==> config.mk <==
export PLATFORM = sky130hd
export DESIGN_NAME = dmem_rmw_ctrl_flat
export DESIGN_NICKNAME = d
export VERILOG_FILES = /design/src/rtl/dmem_rmw_ctrl_if.sv /design/src/rtl/dmem_rmw_ctrl.sv /design/src/flat_wrapper.sv
export SDC_FILE = /design/constraint.sdc
export NUM_CORES = 1
export LEC_CHECK = 0
export CORE_UTILIZATION = 50
export CTS_BUF_LIST = sky130_fd_sc_hd__clkbuf_2 sky130_fd_sc_hd__clkbuf_4 sky130_fd_sc_hd__clkbuf_8
export DETAILED_ROUTE_END_ITERATION = 12
export GPL_ROUTABILITY_DRIVEN = 0
export MAX_ROUTING_LAYER = met4
export PLACE_DENSITY = 0.89
export SLEW_MARGIN = 5
export SYNTH_ARGS = -nofsm -noshare
export SYNTH_HDL_FRONTEND = slang
export SYNTH_SLANG_ARGS = --single-unit
export TNS_END_PERCENT = 50
==> constraint.sdc <==
create_clock -name clk_i -period 4.8 [get_ports clk_i]
set_clock_uncertainty 0.1 [all_clocks]
set_input_delay 0.72 -clock clk_i [delete_from_list [all_inputs] [get_ports clk_i]]
set_output_delay 0.72 -clock clk_i [all_outputs]
set_load 0.05 [all_outputs]
==> src/rtl/dmem_rmw_ctrl_if.sv <==
// Core-side request/response and SRAM-side port bundle for the data-memory controller.
// slave is the controller's view; master is the core + SRAM side.
interface dmem_rmw_ctrl_if #(
  parameter int ADDR_W = 10
);
  logic [31:0]       req_addr_i;
  logic [31:0]       req_wdata_i;
  logic              req_write_i;
  logic              req_read_i;
  logic [3:0]        req_sign_mask_i;
  logic [31:0]       rdata_o;
  logic              stall_o;
  logic              misalign_o;
  logic [ADDR_W-1:0] sram_addr_o;
  logic              sram_re_o;
  logic              sram_we_o;
  logic [31:0]       sram_wdata_o;
  logic [31:0]       sram_rdata_i;

  modport slave (
    input  req_addr_i, req_wdata_i, req_write_i, req_read_i, req_sign_mask_i, sram_rdata_i,
    output rdata_o, stall_o, misalign_o, sram_addr_o, sram_re_o, sram_we_o, sram_wdata_o
  );

  modport master (
    output req_addr_i, req_wdata_i, req_write_i, req_read_i, req_sign_mask_i, sram_rdata_i,
    input  rdata_o, stall_o, misalign_o, sram_addr_o, sram_re_o, sram_we_o, sram_wdata_o
  );
endinterface

==> src/rtl/dmem_rmw_ctrl.sv <==
// RV32I MEM-stage data controller for a word-only SRAM: sub-word stores via read-modify-write,
// loads aligned and sign/zero-extended, one stall cycle for every two-cycle access.
module dmem_rmw_ctrl #(
  parameter int ADDR_W = 10
) (
  input  logic            clk_i,
  input  logic            reset_i,
  dmem_rmw_ctrl_if.slave  bus
);

  typedef enum logic [1:0] {S_IDLE = 2'd0, S_LOAD = 2'd1, S_MERGE = 2'd2} state_t;

  state_t            r_state;
  state_t            w_next;
  logic [ADDR_W-1:0] r_addr;
  logic [1:0]        r_off;
  logic              r_byte;
  logic              r_half;
  logic              r_sign;
  logic [15:0]       r_wdata;
  logic [31:0]       r_hold;

  logic              w_byte;
  logic              w_half;
  logic              w_word;
  logic              w_store;
  logic              w_load;
  logic              w_mis;
  logic              w_two;
  logic [ADDR_W-1:0] w_req_word;
  logic [31:0]       w_ld_data;
  logic              w_unused;

  function automatic logic [31:0] f_align_load(input logic [31:0] word, input logic [1:0] off,
                                               input logic is_byte, input logic is_half,
                                               input logic sgn);
    logic [7:0]  b;
    logic [15:0] h;
    b = word[{off, 3'b000} +: 8];
    h = off[1] ? word[31:16] : word[15:0];
    if (is_byte)      return {{24{sgn & b[7]}}, b};
    else if (is_half) return {{16{sgn & h[15]}}, h};
    else              return word;
  endfunction

  function automatic logic [31:0] f_merge(input logic [31:0] word, input logic [1:0] off,
                                          input logic is_byte, input logic is_half,
                                          input logic [15:0] wdata);
    logic [31:0] r;
    r = word;
    if (is_byte)                r[{off, 3'b000} +: 8] = wdata[7:0];
    else if (is_half && off[1]) r[31:16] = wdata;
    else if (is_half)           r[15:0]  = wdata;
    return r;
  endfunction

  // Request decode: write wins over read; a non-one-hot size behaves as a word.
  assign w_byte     = (bus.req_sign_mask_i[2:0] == 3'b001);
  assign w_half     = (bus.req_sign_mask_i[2:0] == 3'b010);
  assign w_word     = ~(w_byte | w_half);
  assign w_store    = bus.req_write_i;
  assign w_load     = bus.req_read_i & ~bus.req_write_i;
  assign w_mis      = (w_store | w_load) &
                      ((w_half & bus.req_addr_i[0]) | (w_word & (bus.req_addr_i[1:0] != 2'b00)));
  assign w_two      = ~w_mis & (w_load | (w_store & ~w_word));
  assign w_req_word = bus.req_addr_i[ADDR_W+1:2];
  assign w_ld_data  = f_align_load(bus.sram_rdata_i, r_off, r_byte, r_half, r_sign);
  assign w_unused   = ^{bus.req_addr_i[31:ADDR_W+2]};

  always_ff @(posedge clk_i or posedge reset_i) begin
    if (reset_i) r_state <= S_IDLE;
    else         r_state <= w_next;
  end

  always_comb begin
    w_next = r_state;
    case (r_state)
      S_IDLE:  if (w_two) w_next = w_load ? S_LOAD : S_MERGE;
      S_LOAD:  w_next = S_IDLE;
      S_MERGE: w_next = S_IDLE;
      default: w_next = S_IDLE;
    endcase
  end

  // Access context captured on the first cycle keeps the SRAM address stable for the second.
  always_ff @(posedge clk_i) begin
    if (r_state == S_IDLE && w_two) begin
      r_addr  <= w_req_word;
      r_off   <= bus.req_addr_i[1:0];
      r_byte  <= w_byte;
      r_half  <= w_half;
      r_sign  <= bus.req_sign_mask_i[3];
      r_wdata <= bus.req_wdata_i[15:0];
    end
  end

  always_ff @(posedge clk_i or posedge reset_i) begin
    if (reset_i)               r_hold <= 32'd0;
    else if (r_state == S_LOAD) r_hold <= w_ld_data;
  end

  always_comb begin
    bus.stall_o      = 1'b0;
    bus.sram_re_o    = 1'b0;
    bus.sram_we_o    = 1'b0;
    bus.misalign_o   = 1'b0;
    bus.sram_addr_o  = w_req_word;
    bus.sram_wdata_o = bus.req_wdata_i;
    bus.rdata_o      = r_hold;
    case (r_state)
      S_IDLE: begin
        if (w_mis) begin
          bus.misalign_o = 1'b1;
          bus.rdata_o    = 32'd0;
        end else if (w_store && w_word) begin
          bus.sram_we_o = 1'b1;
        end else if (w_two) begin
          bus.sram_re_o = 1'b1;
          bus.stall_o   = 1'b1;
        end
      end
      S_LOAD: begin
        bus.sram_addr_o = r_addr;
        bus.rdata_o     = w_ld_data;
      end
      S_MERGE: begin
        bus.sram_addr_o  = r_addr;
        bus.sram_we_o    = 1'b1;
        bus.sram_wdata_o = f_merge(bus.sram_rdata_i, r_off, r_byte, r_half, r_wdata);
      end
      default: ;
    endcase
    // Strobes held by the core must not reach the SRAM while reset is asserted.
    if (reset_i) begin
      bus.stall_o    = 1'b0;
      bus.sram_re_o  = 1'b0;
      bus.sram_we_o  = 1'b0;
      bus.misalign_o = 1'b0;
      bus.rdata_o    = 32'd0;
    end
  end

endmodule

==> src/flat_wrapper.sv <==
// flat-port wrapper written by rule: the top's interface ports become plain ports
module dmem_rmw_ctrl_flat 
#(
  parameter int ADDR_W = 10
)
  (clk_i, reset_i, bus_req_addr_i, bus_req_wdata_i, bus_req_write_i, bus_req_read_i, bus_req_sign_mask_i, bus_sram_rdata_i, bus_rdata_o, bus_stall_o, bus_misalign_o, bus_sram_addr_o, bus_sram_re_o, bus_sram_we_o, bus_sram_wdata_o);
  dmem_rmw_ctrl_if #(.ADDR_W(ADDR_W)) bus_i ();
  input  logic clk_i;
  input  logic reset_i;
  input wire logic [$bits(bus_i.req_addr_i)-1:0] bus_req_addr_i;
  input wire logic [$bits(bus_i.req_wdata_i)-1:0] bus_req_wdata_i;
  input wire logic [$bits(bus_i.req_write_i)-1:0] bus_req_write_i;
  input wire logic [$bits(bus_i.req_read_i)-1:0] bus_req_read_i;
  input wire logic [$bits(bus_i.req_sign_mask_i)-1:0] bus_req_sign_mask_i;
  input wire logic [$bits(bus_i.sram_rdata_i)-1:0] bus_sram_rdata_i;
  output wire logic [$bits(bus_i.rdata_o)-1:0] bus_rdata_o;
  output wire logic [$bits(bus_i.stall_o)-1:0] bus_stall_o;
  output wire logic [$bits(bus_i.misalign_o)-1:0] bus_misalign_o;
  output wire logic [$bits(bus_i.sram_addr_o)-1:0] bus_sram_addr_o;
  output wire logic [$bits(bus_i.sram_re_o)-1:0] bus_sram_re_o;
  output wire logic [$bits(bus_i.sram_we_o)-1:0] bus_sram_we_o;
  output wire logic [$bits(bus_i.sram_wdata_o)-1:0] bus_sram_wdata_o;
  assign bus_i.req_addr_i = bus_req_addr_i;
  assign bus_i.req_wdata_i = bus_req_wdata_i;
  assign bus_i.req_write_i = bus_req_write_i;
  assign bus_i.req_read_i = bus_req_read_i;
  assign bus_i.req_sign_mask_i = bus_req_sign_mask_i;
  assign bus_i.sram_rdata_i = bus_sram_rdata_i;
  assign bus_rdata_o = bus_i.rdata_o;
  assign bus_stall_o = bus_i.stall_o;
  assign bus_misalign_o = bus_i.misalign_o;
  assign bus_sram_addr_o = bus_i.sram_addr_o;
  assign bus_sram_re_o = bus_i.sram_re_o;
  assign bus_sram_we_o = bus_i.sram_we_o;
  assign bus_sram_wdata_o = bus_i.sram_wdata_o;
  dmem_rmw_ctrl #(.ADDR_W(ADDR_W)) u_core (.clk_i(clk_i), .reset_i(reset_i), .bus(bus_i));
endmodule
==> results.py, run 1 <==
metrics = {
    "outcome": {
        "status": "finished, final reports clean",
    },
    "layout": {
        "fillers": 683,
        "antenna_cells": 0,
        "seqCellArea_um2": 1782,
        "multi_input_area_um2": 2746,
        "syn_to_final_growth_pct": 40.89,
        "fin_nets": 765,
        "drive_above_1_share_pct": 20.82,
    },
    "power": {
        "internal-power_w": 0.001941,
        "pwr-share-comb_pct": 67.2,
        "power_w": 0.003878,
        "swShare_pct": 49.96,
        "clkPwrFrac_pct": 11.8,
        "power-per-cell-area_nw_per_um2": 563.3,
        "p_leak_nw": 2.763,
        "vdd.ir_drop.worst_mv": 0.3832,
        "switchingPower_w": 0.001937,
        "pwr-share-seq_pct": 21.0,
    },
    "floorplan": {
        "core-area_um2": 9371,
        "dieHeight_um": 100.9,
        "rows": 35,
        "die-area_um2": 10170,
        "io-pin-count": 182,
        "initial_core_util_pct": 52.15,
        "dieWidth_um": 100.9,
    },
    "grt": {
        "grt_antenna_before_repair": 0,
        "track_usage_pct": 33.61,
        "grt_max_degree": 59,
        "grt_first_pass_wirelength_um": 25190,
        "grt_pass1_vias": 4911,
        "overflow": 0,
    },
    "setup_path": {
        "critical_path_class": "flop to primary output",
        "crit_required_ns": 3.98,
        "worstPathArrival_ns": 3.59,
        "start_kind": "flop",
        "max_stage_delay_ns": 0.90,
        "ff2ff_path_depth": 7,
        "crit_buf_inv": 2,
        "crit_fanout": 12,
        "path_cells": "clkinv_1 > ha_1 > nand2_1 > nor3_2 > a221oi_1 > o31ai_1 > clkdlybuf4s50_1",
        "cp-end-kind": "primary output",
        "cp_num_cells": 7,
        "r2r_slack_ns": 1.87,
        "crit_slowest_cell": "clkdlybuf4s50_1",
        "crit_family": "buffers and inverters",
    },
    "clocking": {
        "htreeDepth": 3,
        "post_cts.repair.setup_buffers": 0,
        "cts_tree": "done",
        "clockRootBuffer": "clkbuf_8",
        "clk_latency_ns": 0.34,
        "post_cts_resized": 0,
        "path_clk_slew_ns": 0.07,
        "holdBufCountCts": 0,
        "cts_made_buffers": 9,
        "clock_path_buffers": 2,
        "cts.sinks": 65,
    },
    "logic_synthesis": {
        "synth_cell_types": 50,
        "yosysWarningCount": 0,
        "async_flop_share_pct": 52.31,
        "synth_compound_area_share_pct": 29.98,
        "yosys-top-cells-area": "edfxtp_1 19%, dfrtp_1 17%, mux2_2 7.8%, a221oi_1 3.9%, o22ai_1 3.7%",
        "synth-edff-count": 31,
        "synth_flop_cell": "dfrtp_1",
        "syn-num-nets": 629,
        "seq_area_frac_synth_pct": 36.46,
        "syn_inst": 517,
        "yosys-top-cells-count": "35 x inv_1, 34 x dfrtp_1, 34 x mux2_2",
        "synthMostInstantiatedCell": "inv_1",
        "synth_xor_area_share_pct": 0.1792,
        "synth-simple-area-share_pct": 12.67,
        "muxShareOfSynthArea_pct": 11.32,
        "synth_top_family_by_area": "compound AO/OA/AOI/OAI gates",
        "ys_ff_latch": 65,
        "syn_area_um2": 4887,
        "synth_top_area_share_pct": 19.05,
        "synth_adder_area_share_pct": 2.048,
        "syn_avg_cell_area_um2": 9.453,
        "yosysTopAreaCell": "edfxtp_1",
    },
    "timing": {
        "max_freq_mhz": 226.8,
        "timing.hold.ws_ns": 0.3950,
        "final-hold-violation-count": 0,
        "min_period_ns": 4.409,
        "postLayoutSetupSlackWorst_ns": 0.3912,
        "finalSetupTns_ns": 0,
        "setup_violations": 0,
        "max_slew_margin_pct": 20.75,
        "rsz0062_at_grt": "no",
        "tightest_slew_ns": 1.173,
        "finalCritPeriodShare_pct": 91.85,
        "maxSlewViolCount": 0,
    },
    "drt": {
        "firstDrtPassIters": 6,
        "wl_per_cell_um": 21.36,
        "viasPerCell": 6.592,
        "drc_errors": 0,
        "drtIter0Drc": 663,
        "vias": 5188,
        "routed_wl_um": 16810,
        "ant_nets": 0,
    },
    "placement": {
        "io_buffer_count": 161,
        "post-dp-hpwl_um": 12140,
        "place_ws_ns": 0.7505,
    },
    "hold_path": {
        "hp-class": "flop to flop",
        "holdPathStages": 1,
    },
    "job": {
        "cap_violations": 0,
    },
}
==> per-stage QoR <==
stage	utilization [%]	cells	instance area (um2)
after global placement	71.44	771	6695
after detailed placement	71.44	771	6695
after global routing	73.47	787	6885
after floorplan	-	517	4887
final	73.47	787	6885
after CTS	73.47	787	6885
==> state kept, by name, summed over array words and instances, names as in the netlist <==
register,flops
u_core.r_addr,10
u_core.r_byte,1
u_core.r_half,1
u_core.r_hold,32
u_core.r_off,2
u_core.r_sign,1
u_core.r_state,2
u_core.r_wdata,16
==> worst paths after layout <==
kind	startpoint	end
worst max-delay path	u_core.r_off[0]	bus_sram_wdata_o[11]
worst min-delay path	u_core.r_hold[9]	u_core.r_hold[9]
worst max register to register	u_core.r_state[1]	u_core.r_hold[13]
worst min register to register	u_core.r_hold[9]	u_core.r_hold[9]
max in group asynchronous	reset_i	u_core.r_hold[15]
min in group asynchronous	reset_i	u_core.r_state[1]
==> layer usage <==
| layer | share of wire, % | GRT usage (%) | up-vias |
|---|---|---|---|
| met5 | 0 | - | - |
| met4 | 5.3 | 16.95 | 0 |
| met3 | 12 | 6.380 | 90 |
| met2 | 45 | 51.16 | 393 |
| met1 | 38 | 42.90 | 2420 |
| li1 | - | - | 2285 |
==> kinds of logic (layout without fill, tap and decap cells) <==
logic type      Yosys count  in the layout
flops                    65             65
mux                      51             51
xor+xnor                  1              1
simple gates            114            114
compound gates          192            192
buf+inv                  86            227
fa+ha+maj                 8              8
==> power groups by stage <==
stage               Sequential, W  Combinational, W  Clock (W)
floorplan                0.000801           0.00173          0
global placement         0.000811           0.00254          0
CTS                      0.000810           0.00260   0.000461
detailed placement       0.000821           0.00259          0
finish                   0.000813           0.00261   0.000459
global route             0.000824           0.00272   0.000488
==> cell type report <==
class,count,area share [%]
Multi-Input combinational cell,366,39.89
Timing Repair Buffer,174,27.11
Sequential cell,65,25.88
Tap cell,129,2.344
Inverter,37,2.017
Clock buffer,10,1.908
Clock inverter,6,0.8541
==> cells in the final DEF (no fill, tap or decap), types with 8 or more instances in the layout <==
| master | instances |
|---|---|
| a221oi_1 | 22 |
| ha_1 | 8 |
| clkdlybuf4s50_1 | 104 |
| nor2_1 | 22 |
| o22ai_2 | 13 |
| mux2_2 | 34 |
| buf_4 | 46 |
| inv_1 | 35 |
| a211oi_1 | 23 |
| a21oi_1 | 33 |
| o2bb2ai_1 | 15 |
| clkbuf_8 | 9 |
| buf_12 | 24 |
| edfxtp_1 | 31 |
| o22ai_1 | 29 |
| mux2i_1 | 17 |
| nor2b_1 | 8 |
| nand2_1 | 28 |
| and3_1 | 24 |
| o31ai_1 | 21 |
| dfrtp_1 | 34 |
No activity file was read; power rests on OpenSTA's default activity.
==> run 2: changes to the inputs <==
Settings changed: TNS_END_PERCENT 50 to not set.
==> results of run 2 <==
The final DEF is identical to that of run 1; final timing and power are the same.
==> run 3: changes to the inputs <==
Settings changed: ABC_AREA set to 1, PLACE_DENSITY 0.89 to 0.88.
Clock period 4.8 ns to 5.23 ns, I/O delays scaled along.
==> results.py, run 3 <==
metrics = {
    "logic_synthesis": {
        "yosysWarningCount": 0,
        "yosys-top-cells-count": "254 x nand2_1, 83 x a21oi_1, 56 x nand3_1",
        "syn_inst": 728,
        "yosysTopAreaCell": "nand2_1",
        "synth-edff-count": 31,
        "seq_area_frac_synth_pct": 35.78,
        "yosys-top-cells-area": "nand2_1 19%, edfxtp_1 19%, dfrtp_1 17%, a21oi_1 8.3%, nand3_1 5.6%",
        "async_flop_share_pct": 52.31,
        "synth_top_area_share_pct": 19.15,
        "syn-num-nets": 840,
        "syn_area_um2": 4980,
        "ys_ff_latch": 65,
        "synthMostInstantiatedCell": "nand2_1",
        "syn_avg_cell_area_um2": 6.840,
        "synth_flop_cell": "dfrtp_1",
        "synth_cell_types": 30,
    },
    "setup_path": {
        "crit_slowest_cell": "clkdlybuf4s50_1",
        "crit_family": "buffers and inverters",
        "path_cells": "inv_1 > ha_1 > nand4_1 > o221ai_1 > nand3_1 > nand2_1 > clkdlybuf4s50_1",
        "worstPathArrival_ns": 3.91,
        "start_kind": "flop",
        "critical_path_class": "flop to primary output",
        "cp-end-kind": "primary output",
        "crit_fanout": 35,
        "max_stage_delay_ns": 0.79,
        "crit_buf_inv": 2,
        "crit_required_ns": 4.35,
    },
    "timing": {
        "max_freq_mhz": 208.7,
        "min_period_ns": 4.791,
        "max_slew_margin_pct": 33.13,
        "finalSetupTns_ns": 0,
        "final-hold-violation-count": 0,
        "maxSlewViolCount": 0,
        "finalCritPeriodShare_pct": 91.60,
        "rsz0062_at_grt": "no",
        "tightest_slew_ns": 1.002,
        "setup_violations": 0,
    },
    "drt": {
        "firstDrtPassIters": 7,
        "routed_wl_um": 16650,
        "wl_per_cell_um": 16.82,
        "viasPerCell": 5.917,
        "drtIter0Drc": 806,
        "ant_nets": 0,
        "vias": 5858,
        "drc_errors": 0,
    },
    "layout": {
        "syn_to_final_growth_pct": 35.03,
        "regMostFlops": "u_core.r_hold",
        "layout_common_cells": "254 x nand2_1, 161 x clkdlybuf4s50_1, 83 x a21oi_1",
        "instances_no_fill": 990,
        "largest_register_ffs": 32,
        "antenna_cells": 0,
        "drive_above_1_share_pct": 4.667,
        "postLayoutCoreUtil_pct": 69.11,
        "fin_nets": 964,
        "fin_area_um2": 6724,
        "final_common_cell": "nand2_1",
        "top_regs": "u_core.r_hold (32), u_core.r_wdata (16), u_core.r_addr (10)",
    },
    "floorplan": {
        "core-area_um2": 9729,
        "io-pin-count": 182,
        "dieWidth_um": 101.8,
        "dieHeight_um": 101.8,
        "rows": 36,
        "die-area_um2": 10360,
        "initial_core_util_pct": 51.18,
    },
    "clocking": {
        "post_cts.repair.setup_buffers": 0,
        "cts_tree": "done",
        "path_clk_slew_ns": 0.08,
        "htreeDepth": 3,
        "clk_latency_ns": 0.35,
        "post_cts_resized": 0,
        "holdBufCountCts": 0,
        "cts.sinks": 65,
        "clock_path_buffers": 2,
        "clockRootBuffer": "clkbuf_8",
        "cts_made_buffers": 9,
    },
    "job": {
        "cap_violations": 0,
    },
    "grt": {
        "grt_pass1_vias": 5481,
        "grt_antenna_before_repair": 0,
        "overflow": 0,
        "grt_max_degree": 65,
        "track_usage_pct": 34.17,
        "grt_first_pass_wirelength_um": 26600,
    },
    "placement": {
        "io_buffer_count": 161,
        "post-dp-hpwl_um": 12010,
        "dpl-instance-area_um2": 6534,
        "placed_cells": 974,
    },
    "power": {
        "p_leak_nw": 2.990,
        "vdd.ir_drop.worst_mv": 0.3922,
        "power-per-cell-area_nw_per_um2": 513.9,
    },
    "outcome": {
        "status": "finished, final reports clean",
    },
    "hold_path": {
        "hp-class": "flop to flop",
    },
}
## run 3: kinds of logic (layout without fill, tap and decap cells)
kind of cell,Yosys count,count (layout),share of synthesized area (%)
flip-flops,65,65,35.78
buffers and inverters,110,239,9.748
multiplexers,10,10,2.261
adder cells (fa/ha/maj),8,8,2.010
AND/OR/NAND/NOR,331,331,26.91
AO/OA/AOI/OAI,204,204,23.29
## run 3: final cells by class
class / instances / area [um2]
Multi-Input combinational cell: 553 / 2715
Tap cell: 133 / 166.4
Clock inverter: 6 / 58.81
Fill cell: 801 / 3005
Sequential cell: 65 / 1782
Timing Repair Buffer: 168 / 1664
Inverter: 55 / 206.4
Clock buffer: 10 / 131.4
## run 3: metrics by stage
stage | worst slack [ns] | total power [W] | hold slack, ns
after floorplan | 1.580 | 0.002357 | 0.3494
after global placement | 1.060 | 0.002963 | 0.3625
after detailed placement | 0.9628 | 0.003013 | 0.3664
after CTS | 0.5792 | 0.003443 | 0.3838
after global routing | 0.2094 | 0.003636 | 0.3913
final | 0.4391 | 0.003456 | 0.3849
## run 3: worst paths after layout
path / startpoint / end / slack [ns] / cells after the start
setup / recovery: u_core.r_off[0] / bus_sram_wdata_o[22] / 0.44 / 7
hold / removal: u_core.r_hold[15] / u_core.r_hold[15] / 0.38 / 2
setup reg to reg: u_core.r_off[0] / u_core.r_hold[20] / 2.72 / 8
hold reg to reg: u_core.r_hold[15] / u_core.r_hold[15] / 0.38 / 2
max in group asynchronous: reset_i / u_core.r_hold[13] / 3.50 / 3
min in group asynchronous: reset_i / u_core.r_hold[9] / 1.20 / 3
## run 3: worst reg2reg max path, stage by stage, from the launching register on
cell	delay [ns]
edfxtp_1	0.60
inv_1	0.76
nand2_1	0.11
nand3_1	0.10
nand2_1	0.08
nand2_1	0.08
nand2_2	0.25
nand3_1	0.23
nand2_1	0.08
## run 3: layer usage
layer  global-route usage (%)  wire [um]
met4                    15.61        748
met1                    42.48       6368
met5                        -          0
met3                    6.004       1776
met2                    54.16       7758
## run 3: power by group
part           internal, W  switching, W  leakage [nW]
combinational     0.000731       0.00150          2.20
clock             0.000222      0.000203        0.0948
sequential        0.000702     0.0000960         0.697
